$ cat config.mk
export PLATFORM = sky130hd
export DESIGN_NAME = uart_rx_ctrl_flat
export DESIGN_NICKNAME = d
export VERILOG_FILES = /design/src/rtl/uart_pkg.sv /design/src/rtl/uart_rx_ctrl_if.sv /design/src/rtl/uart_rx_ctrl_fifo.sv /design/src/rtl/uart_rx_ctrl.sv /design/src/flat_wrapper.sv
export SDC_FILE = /design/constraint.sdc
export NUM_CORES = 1
export LEC_CHECK = 0
export ABC_AREA = 1
export CORE_MARGIN = 8
export CORE_UTILIZATION = 50
export CTS_CLUSTER_SIZE = 28
export DETAILED_ROUTE_END_ITERATION = 8
export GPL_ROUTABILITY_DRIVEN = 0
export PLACE_DENSITY = 0.7
export SLEW_MARGIN = 20
export SYNTH_ARGS = -nofsm -noshare
export SYNTH_HDL_FRONTEND = slang
export SYNTH_SLANG_ARGS = --single-unit
$ cat constraint.sdc
create_clock -name ref_clk -period 2.35 [get_ports ref_clk]
set_input_delay 0.705 -clock ref_clk [delete_from_list [all_inputs] [get_ports ref_clk]]
set_output_delay 0.705 -clock ref_clk [all_outputs]
set_load 0.1 [all_outputs]
$ cat src/rtl/uart_pkg.sv
// Shared UART receive-side types: sequencer state encoding and byte width.
package uart_pkg;
  localparam int UART_BYTE_W = 8;

  typedef enum logic [1:0] {
    ST_DISABLED = 2'd0,
    ST_RESYNC   = 2'd1,
    ST_RUN      = 2'd2
  } rx_state_e;
endpackage

$ cat src/rtl/uart_rx_ctrl_if.sv
// Downstream byte stream out of the receive sequencer (valid/ready).
interface uart_rx_ctrl_if;
  import uart_pkg::*;

  logic [UART_BYTE_W-1:0] m_data;
  logic                   m_valid;
  logic                   m_ready;

  modport master (output m_data, output m_valid, input m_ready);
  modport slave  (input m_data, input m_valid, output m_ready);
endinterface

$ cat src/rtl/uart_rx_ctrl_fifo.sv
// Small synchronous FIFO; pop is resolved before push so a full FIFO
// with a simultaneous pop still accepts the incoming word.
module sync_fifo #(
  parameter int AW = 3,
  parameter int W  = 8
) (
  input  logic          clk,
  input  logic          rst_n,
  input  logic          flush,
  input  logic          push,
  input  logic          pop,
  input  logic [W-1:0]  wdata,
  output logic [W-1:0]  rdata,
  output logic          full,
  output logic          empty,
  output logic [AW:0]   level
);
  localparam int DEPTH = 1 << AW;

  logic [DEPTH-1:0][W-1:0] mem;
  logic [AW-1:0]           wr_ptr, rd_ptr;
  logic                    pop_ok, push_ok;

  assign empty   = (level == '0);
  assign full    = (level == (AW+1)'(DEPTH));
  assign pop_ok  = pop & ~empty;
  assign push_ok = push & (~full | pop_ok);
  assign rdata   = mem[rd_ptr];

  always_ff @(posedge clk or negedge rst_n) begin
    if (!rst_n) begin
      mem    <= '0;
      wr_ptr <= '0;
      rd_ptr <= '0;
      level  <= '0;
    end else if (flush) begin
      wr_ptr <= '0;
      rd_ptr <= '0;
      level  <= '0;
    end else begin
      if (push_ok) begin
        mem[wr_ptr] <= wdata;
        wr_ptr      <= wr_ptr + 1'b1;
      end
      if (pop_ok) rd_ptr <= rd_ptr + 1'b1;
      case ({push_ok, pop_ok})
        2'b10:   level <= level + 1'b1;
        2'b01:   level <= level - 1'b1;
        default: level <= level;
      endcase
    end
  end
endmodule

$ cat src/rtl/uart_rx_ctrl.sv
// Sequencer for one uart_rx: sample-tick divider, uart_rx reset ownership,
// byte capture into a FIFO, overrun flag and line-idle timeout.
module uart_rx_ctrl
  import uart_pkg::*;
#(
  parameter int DivW   = 16,
  parameter int FifoAW = 3,
  parameter int IdleW  = 8
) (
  input  logic                   ref_clk,
  input  logic                   reset_n,
  input  logic                   enable,
  input  logic [DivW-1:0]        div,
  input  logic [IdleW-1:0]       idle_lim,
  output logic                   rx_samp,
  output logic                   rx_reset,
  input  logic                   rx_ready,
  input  logic [UART_BYTE_W-1:0] rx_data,
  uart_rx_ctrl_if.master         m_if,
  output logic [FifoAW:0]        level,
  output logic                   overrun,
  input  logic                   clr_overrun,
  output logic                   idle
);
  rx_state_e              state, state_nx;
  logic [DivW-1:0]        cnt, div_q;
  logic                   pcnt;
  logic [1:0]             rdy_pipe;
  logic [UART_BYTE_W-1:0] data_q;
  logic [IdleW-1:0]       icnt, icnt_nx;
  logic                   run, push, drop, flush, full, empty;

  always_ff @(posedge ref_clk or negedge reset_n) begin
    if (!reset_n) state <= ST_DISABLED;
    else          state <= state_nx;
  end

  always_comb begin
    state_nx = state;
    rx_samp  = 1'b0;
    rx_reset = 1'b1;
    if (state != ST_DISABLED) rx_samp = (cnt == div_q);
    case (state)
      ST_DISABLED: if (enable) state_nx = ST_RESYNC;
      ST_RESYNC:   if (rx_samp && pcnt) state_nx = ST_RUN;
      ST_RUN:      rx_reset = 1'b0;
      default:     state_nx = ST_DISABLED;
    endcase
    if (!enable) state_nx = ST_DISABLED;
  end

  // div is tracked while disabled so the value present on entry to RESYNC is kept
  always_ff @(posedge ref_clk or negedge reset_n) begin
    if (!reset_n) begin
      cnt   <= '0;
      div_q <= '0;
      pcnt  <= 1'b0;
    end else begin
      if (state == ST_DISABLED) div_q <= div;
      if (state == ST_DISABLED || !enable) cnt <= '0;
      else if (rx_samp)                    cnt <= '0;
      else                                 cnt <= cnt + 1'b1;
      if (state != ST_RESYNC) pcnt <= 1'b0;
      else if (rx_samp)       pcnt <= 1'b1;
    end
  end

  always_ff @(posedge ref_clk or negedge reset_n) begin
    if (!reset_n) begin
      rdy_pipe <= '0;
      data_q   <= '0;
    end else begin
      rdy_pipe <= {rdy_pipe[0], rx_ready};
      data_q   <= rx_data;
    end
  end

  assign run   = (state == ST_RUN);
  assign push  = rdy_pipe[0] & ~rdy_pipe[1] & run & enable;
  assign flush = ~enable | (state == ST_DISABLED);
  // a full FIFO can only be relieved by a same-cycle pop
  assign drop  = push & full & ~m_if.m_ready;

  sync_fifo #(.AW(FifoAW), .W(UART_BYTE_W)) u_fifo (
    .clk   (ref_clk),
    .rst_n (reset_n),
    .flush (flush),
    .push  (push),
    .pop   (m_if.m_ready),
    .wdata (data_q),
    .rdata (m_if.m_data),
    .full  (full),
    .empty (empty),
    .level (level)
  );

  assign m_if.m_valid = ~empty;

  assign icnt_nx = icnt + 1'b1;

  always_ff @(posedge ref_clk or negedge reset_n) begin
    if (!reset_n) begin
      overrun <= 1'b0;
      icnt    <= '0;
      idle    <= 1'b0;
    end else begin
      if (drop)             overrun <= 1'b1;
      else if (clr_overrun) overrun <= 1'b0;
      if (!run || idle_lim == '0 || push)    icnt <= '0;
      else if (rx_samp && icnt < idle_lim)   icnt <= icnt_nx;
      // counter saturates at idle_lim, so the pulse fires once per silence
      idle <= run & ~push & rx_samp & (icnt < idle_lim) & (icnt_nx == idle_lim);
    end
  end
endmodule
$ cat src/flat_wrapper.sv
// flat-port wrapper written by rule: the top's interface ports become plain ports
module uart_rx_ctrl_flat import uart_pkg::*;
#(
  parameter int DivW   = 16,
  parameter int FifoAW = 3,
  parameter int IdleW  = 8
)
  (ref_clk, reset_n, enable, div, idle_lim, rx_samp, rx_reset, rx_ready, rx_data, level, overrun, clr_overrun, idle, m_if_m_data, m_if_m_valid, m_if_m_ready);
  uart_rx_ctrl_if m_if_i ();
  input  logic ref_clk;
  input  logic reset_n;
  input  logic enable;
  input  logic [DivW-1:0] div;
  input  logic [IdleW-1:0] idle_lim;
  output logic rx_samp;
  output logic rx_reset;
  input  logic rx_ready;
  input  logic [UART_BYTE_W-1:0] rx_data;
  output logic [FifoAW:0] level;
  output logic overrun;
  input  logic clr_overrun;
  output logic idle;
  output wire logic [$bits(m_if_i.m_data)-1:0] m_if_m_data;
  output wire logic [$bits(m_if_i.m_valid)-1:0] m_if_m_valid;
  input wire logic [$bits(m_if_i.m_ready)-1:0] m_if_m_ready;
  assign m_if_m_data = m_if_i.m_data;
  assign m_if_m_valid = m_if_i.m_valid;
  assign m_if_i.m_ready = m_if_m_ready;
  uart_rx_ctrl #(.DivW(DivW), .FifoAW(FifoAW), .IdleW(IdleW)) u_core (.ref_clk(ref_clk), .reset_n(reset_n), .enable(enable), .div(div), .idle_lim(idle_lim), .rx_samp(rx_samp), .rx_reset(rx_reset), .rx_ready(rx_ready), .rx_data(rx_data), .m_if(m_if_i), .level(level), .overrun(overrun), .clr_overrun(clr_overrun), .idle(idle));
endmodule
# [Yosys cells after proc, flatten, opt, wreduce, memory -nomap -nowiden]
# Cells that the tools add are included.
[op_classes] n_addsub=6 n_lt_le_gt_ge=4 eq_ne=10 n_mux=24 n_bitwise=20 n_reduce_logical=20
[op_table] operator="$bwmux 64" n=1
[op_table] operator="$mux 16" n=2
[op_table] operator="$mux 8" n=4
[op_table] operator="$bmux 8 s3" n=1
[op_table] operator="$demux 8 s3" n=1
[op_table] operator="$add 16x1->16 const B" n=1
[op_table] operator="$eq 16x16->1" n=1
[op_table] operator="$mux 3" n=4
[op_table] operator="$reduce_bool 2->1" n=6
[op_table] operator="$and 1x1->1" n=11
[op_table] operator="$add 8x1->8 const B" n=1
[op_table] operator="$eq 8x8->1" n=1
[op_table] operator="$logic_not 8->1" n=1
[op_table] operator="$lt 3x4->1 const B" n=2
[op_table] operator="$lt 8x8->1" n=1
[op_table] operator="$pmux 4 s2" n=1
[op_table] operator="$not 1->1" n=7
[op_table] operator="$add 3x1->3 const B" n=2
[op_table] operator="$mux 1" n=6
[op_table] operator="$pmux 2 s3" n=1
[op_table] operator="$add 4x1->4 const B" n=1
[op_table] operator="$eq 2x1->1 const B" n=2
[op_table] operator="$eq 2x2->1 const B" n=2
[op_table] operator="$eq 4x4->1 const B" n=1
[op_table] operator="other kinds (15)" n=23
[word_totals] ff_bits=129 in_bits=38 elab_cells=104

# [Logic depth before layout (Yosys ltp)]
[logic_depth] word_depth=9 ltp_mapped=12 depth_no_buf=12

# [Cells and area by module]
# From an unflattened synthesis, not the netlist that was laid out.
[hier_totals] cells_unflattened=871 area_unflattened_um2=6869.1
[modules_own_cells] module="sync_fifo" instances=1 cells_per_inst=470 area_each_um2=3813.7 seq_area_each_um2=1851.8
[modules_own_cells] module="uart_rx_ctrl" instances=1 cells_per_inst=401 area_each_um2=3055.4 seq_area_each_um2=1376.3

# [Least setup slack after synthesis]
# No wires, ideal clock.
[synth_path] path_kind="reg2out" startpoint="register u_core.u_fifo.rd_ptr[1]" endpoint="output m_if_m_data[6]" arrival_ns=2.650 required_ns=1.645 slack_ns=-1.005 stages_incl_launch_ff=7 n_path_buf=1 path_cell_list="dfrtp_1 -> inv_1 -> clkbuf_1 -> o21ai_0 -> o22ai_1 -> nor2_1 -> a31oi_1"
[synth_between] elab_chain_len=2
[synth_lines] item="from (decl)" line_no="uart_rx_ctrl_fifo.sv:21" rtl="logic [AW-1:0] wr_ptr, rd_ptr;"
[synth_lines] item="from (signal assigned)" line_no="uart_rx_ctrl_fifo.sv:45" rtl="if (pop_ok) rd_ptr <= rd_ptr + 1'b1;"
[synth_lines] item="$bmux 8 s3" line_no="uart_rx_ctrl_fifo.sv:28" rtl="assign rdata = mem[rd_ptr];"
[synth_lines] item="$mux 8 (not written as such)" line_no="uart_rx_ctrl_fifo.sv:28"
[synth_lines] item="to (decl)" line_no="flat_wrapper.sv:23" rtl="output wire logic [$bits(m_if_i.m_data)-1:0] m_if_m_data;"
# No other way between the ends. The select of a mux whose other input is x is not followed.

# [Final worst setup path]
[layout_path] startpoint="register u_core.u_fifo.rd_ptr[0]" endpoint="output m_if_m_data[6]"
# The elaborated chain is that of the path after synthesis.

==> run metrics <==
Comb pwr share=5.7%; mapped cell area=0.00657 sq mm; Routed Antenna Nets=0; WL final=17.1 mm; CP Capture Type=output pin; number of synthesized register bits=129; P_sw=1170 uW; Tot Pwr=5290 uW; Clock power frac=51.3%; outcome=finished with violations; worst setup margin=-204 ps; skew final=13.7 ps; total I/O pin count=55; Hold Vio Cnt, Final=0; Placed Cells=1,029; Avg Vias per Cell=5.32; ant diodes=0; Crit path arrival time=1850 ps; Ys Warns=0; Clock Root Buffer=clkbuf_16; CP startpoint kind=flip-flop; clock insertion delay at the later pin of the skew report=430 ps; Chip Width=131 um; DRC Markers=0; port bufs=54; cell row count=42; Num CTS Buffers=17; FMAX=392 MHz; Seq/Total Area, Yosys=49.2%; largest net degree at the start of global routing=46; fin cells=1,083; GRT Util Overall=21.1%; core area=0.0130 sq mm; peak supply drop=0.000486 V; Post-synth ARST share=100%; minimum clock period=2550 ps; via count=5,765; Final Max Tran Viols=0; number of synthesized flops with an enable pin=0; RSZ-0062 raised after global routing=true; R2R Setup Slk=120 ps; Max Cap Violations=0; P_int=4120 uW; Nets=949; Worst-path clk slew=60 ps; first-pass GRT wire length=28.2 mm; Slew @ Worst Pin=996 ps; GR Overflow Total=0; share of cells above drive strength 1=25.4%; leak pwr=0.00419 uW; Die Ht=131 um; CTS tree=yes; Syn Inst Count=782; Iteration-0 DRC Markers=499; prevailing post-synth register cell=dfrtp_1; CP Data Required Time=1640 ps; CTS sink cnt=129; antenna violations before repair=0; Hold Crit Class=input port to async pin; Final period util=109%; Final Util=68.2%; vias in the first global route=5,840; post-synth cell types=38; die footprint=0.0171 sq mm; synthesized net count=836; CP max FO=13; Flop pwr share=43.1%; clk buf depth=2; Sw Share=22.1%; failing checks=negative setup slack; # setup viols final=9; syn avg cell area=8.40 sq um; Rel. slew slack=33.6%; TritonRoute pass-1 iters=5; DR WL/cell=15.8 um; DP Wirelength=11.1 mm; Crit Path Class=flip-flop to output pin; PwrDens=595 mW/mm^2; initial core utilization=50.4%; area grow syn2layout=35.4%; htree depth=4
layer usage:
| metal | track usage, % | wire (um) | vias to the layer above |
|---|---|---|---|
| met5 | 0 | 0 | - |
| met4 | 6.68 | 304 | 0 |
| met3 | 5.72 | 798 | 28 |
| met2 | 35.1 | 8430 | 143 |
| met1 | 26.3 | 7560 | 2802 |
| li1 | - | - | 2792 |
cells by family (layout without fill, tap and decap cells):
| family | after synthesis | in the layout | synth area share, % |
|---|---|---|---|
| AO/OA/AOI/OAI | 156 | 156 | 13.2 |
| XOR/XNOR | 18 | 18 | 2.61 |
| adder cells (fa/ha/maj) | 16 | 16 | 3.05 |
| buffers and inverters | 104 | 229 | 6.99 |
| flip-flops | 129 | 129 | 49.2 |
| AND/OR/NAND/NOR | 359 | 359 | 25.0 |
registers in the layout, indices dropped and copies added, names as in the netlist:
signal,count
u_core.u_fifo.mem,64
u_core.cnt,16
u_core.div_q,16
u_core.data_q,8
u_core.icnt,8
u_core.u_fifo.level,4
u_core.u_fifo.rd_ptr,3
u_core.u_fifo.wr_ptr,3
u_core.rdy_pipe,2
u_core.state,2
u_core.idle,1
u_core.overrun,1
u_core.pcnt,1
cells in the mapped netlist, types with 7 or more instances:
master    number  area [sq um]
xor2_1        14           123
buf_6          8          90.1
o22ai_1        9          56.3
ha_1          16           200
a21oi_1       16          80.1
nor3_1         8          40.0
nand4_1       14          87.6
inv_1         74           278
o21ai_2       16           140
o21ai_1       49           245
dfrtp_1      129          3230
o21ai_0       56           280
nand2_2        7          43.8
nand3_1       29           145
nor2_1        97           364
nand2_1      180           676
a31oi_1        8          50.1
clkbuf_1      10          37.5
worst paths after layout:
path / startpoint / endpoint / cells past startpoint
min reg2reg: u_core.rdy_pipe[0] / u_core.rdy_pipe[1] / 0
max reg2reg: u_core.cnt[0] / u_core.idle / 19
min in group ref_clk: u_core.rdy_pipe[0] / u_core.rdy_pipe[1] / 0
max: u_core.u_fifo.rd_ptr[0] / m_if_m_data[6] / 5
max in group asynchronous: reset_n / u_core.u_fifo.mem[31] / 2
min: reset_n / u_core.u_fifo.level[0] / 1
worst max-delay path, stage by stage (launching register included):
cell and delay (ps):
dfrtp_2 430, clkinv_4 110, bufbuf_16 300, o21ai_1 250, a31oi_4 130, buf_12 180
per-stage QoR:
stage	hold WS, ps	area [sq um]	worst slack, ps	TNS, ps
after detailed placement	366	7830	-348	-9300
after floorplan	354	6780	-257	-711
after CTS	230	8680	-194	-1610
after global placement	360	7830	-243	-6960
final	215	8890	-204	-1560
after global routing	243	8890	-273	-2230
what timing repair did:
action                                  4_1_cts  5_1_grt
setup buffers                                18        3
cloned                                        2        1
gates resized for setup                      42       53
hold buffers                                  0        0
pin swaps                                    23       31
endpoints found under the setup margin        9       11
final cells by class:
class                           count  area [sq um]
Inverter                           80           313
Sequential cell                   129          3240
Tap cell                          176           220
Clock buffer                       21           470
Timing Repair Buffer              117          1240
Fill cell                        1028          4140
Timing Repair inverter              1          7.51
Clock inverter                     10           134
Multi-Input combinational cell    549          3260
power groups by stage:
stage | clock network, uW | registers (uW) | logic [uW]
final | 2710 | 2280 | 300
after global routing | 2850 | 2280 | 340
after CTS | 2740 | 2280 | 288
after detailed placement | 0 | 2320 | 277
after global placement | 0 | 2320 | 269
after floorplan | 0 | 2310 | 110
cells in the final DEF (no fill, tap or decap), drive strengths merged, types with 14 or more instances in the layout:
| cell | Yosys | layout |
|---|---|---|
| buf | 14 | 79 |
| nand4 | 17 | 17 |
| clkbuf | 10 | 22 |
| inv | 79 | 77 |
| o21ai | 121 | 121 |
| nand2 | 190 | 190 |
| nand3 | 34 | 34 |
| a21oi | 16 | 16 |
| clkdlybuf4s50 | 0 | 36 |
| dfrtp | 129 | 129 |
| xor2 | 14 | 14 |
| nor2 | 104 | 104 |
| ha | 16 | 16 |
Power figures use the tool's default switching activity.
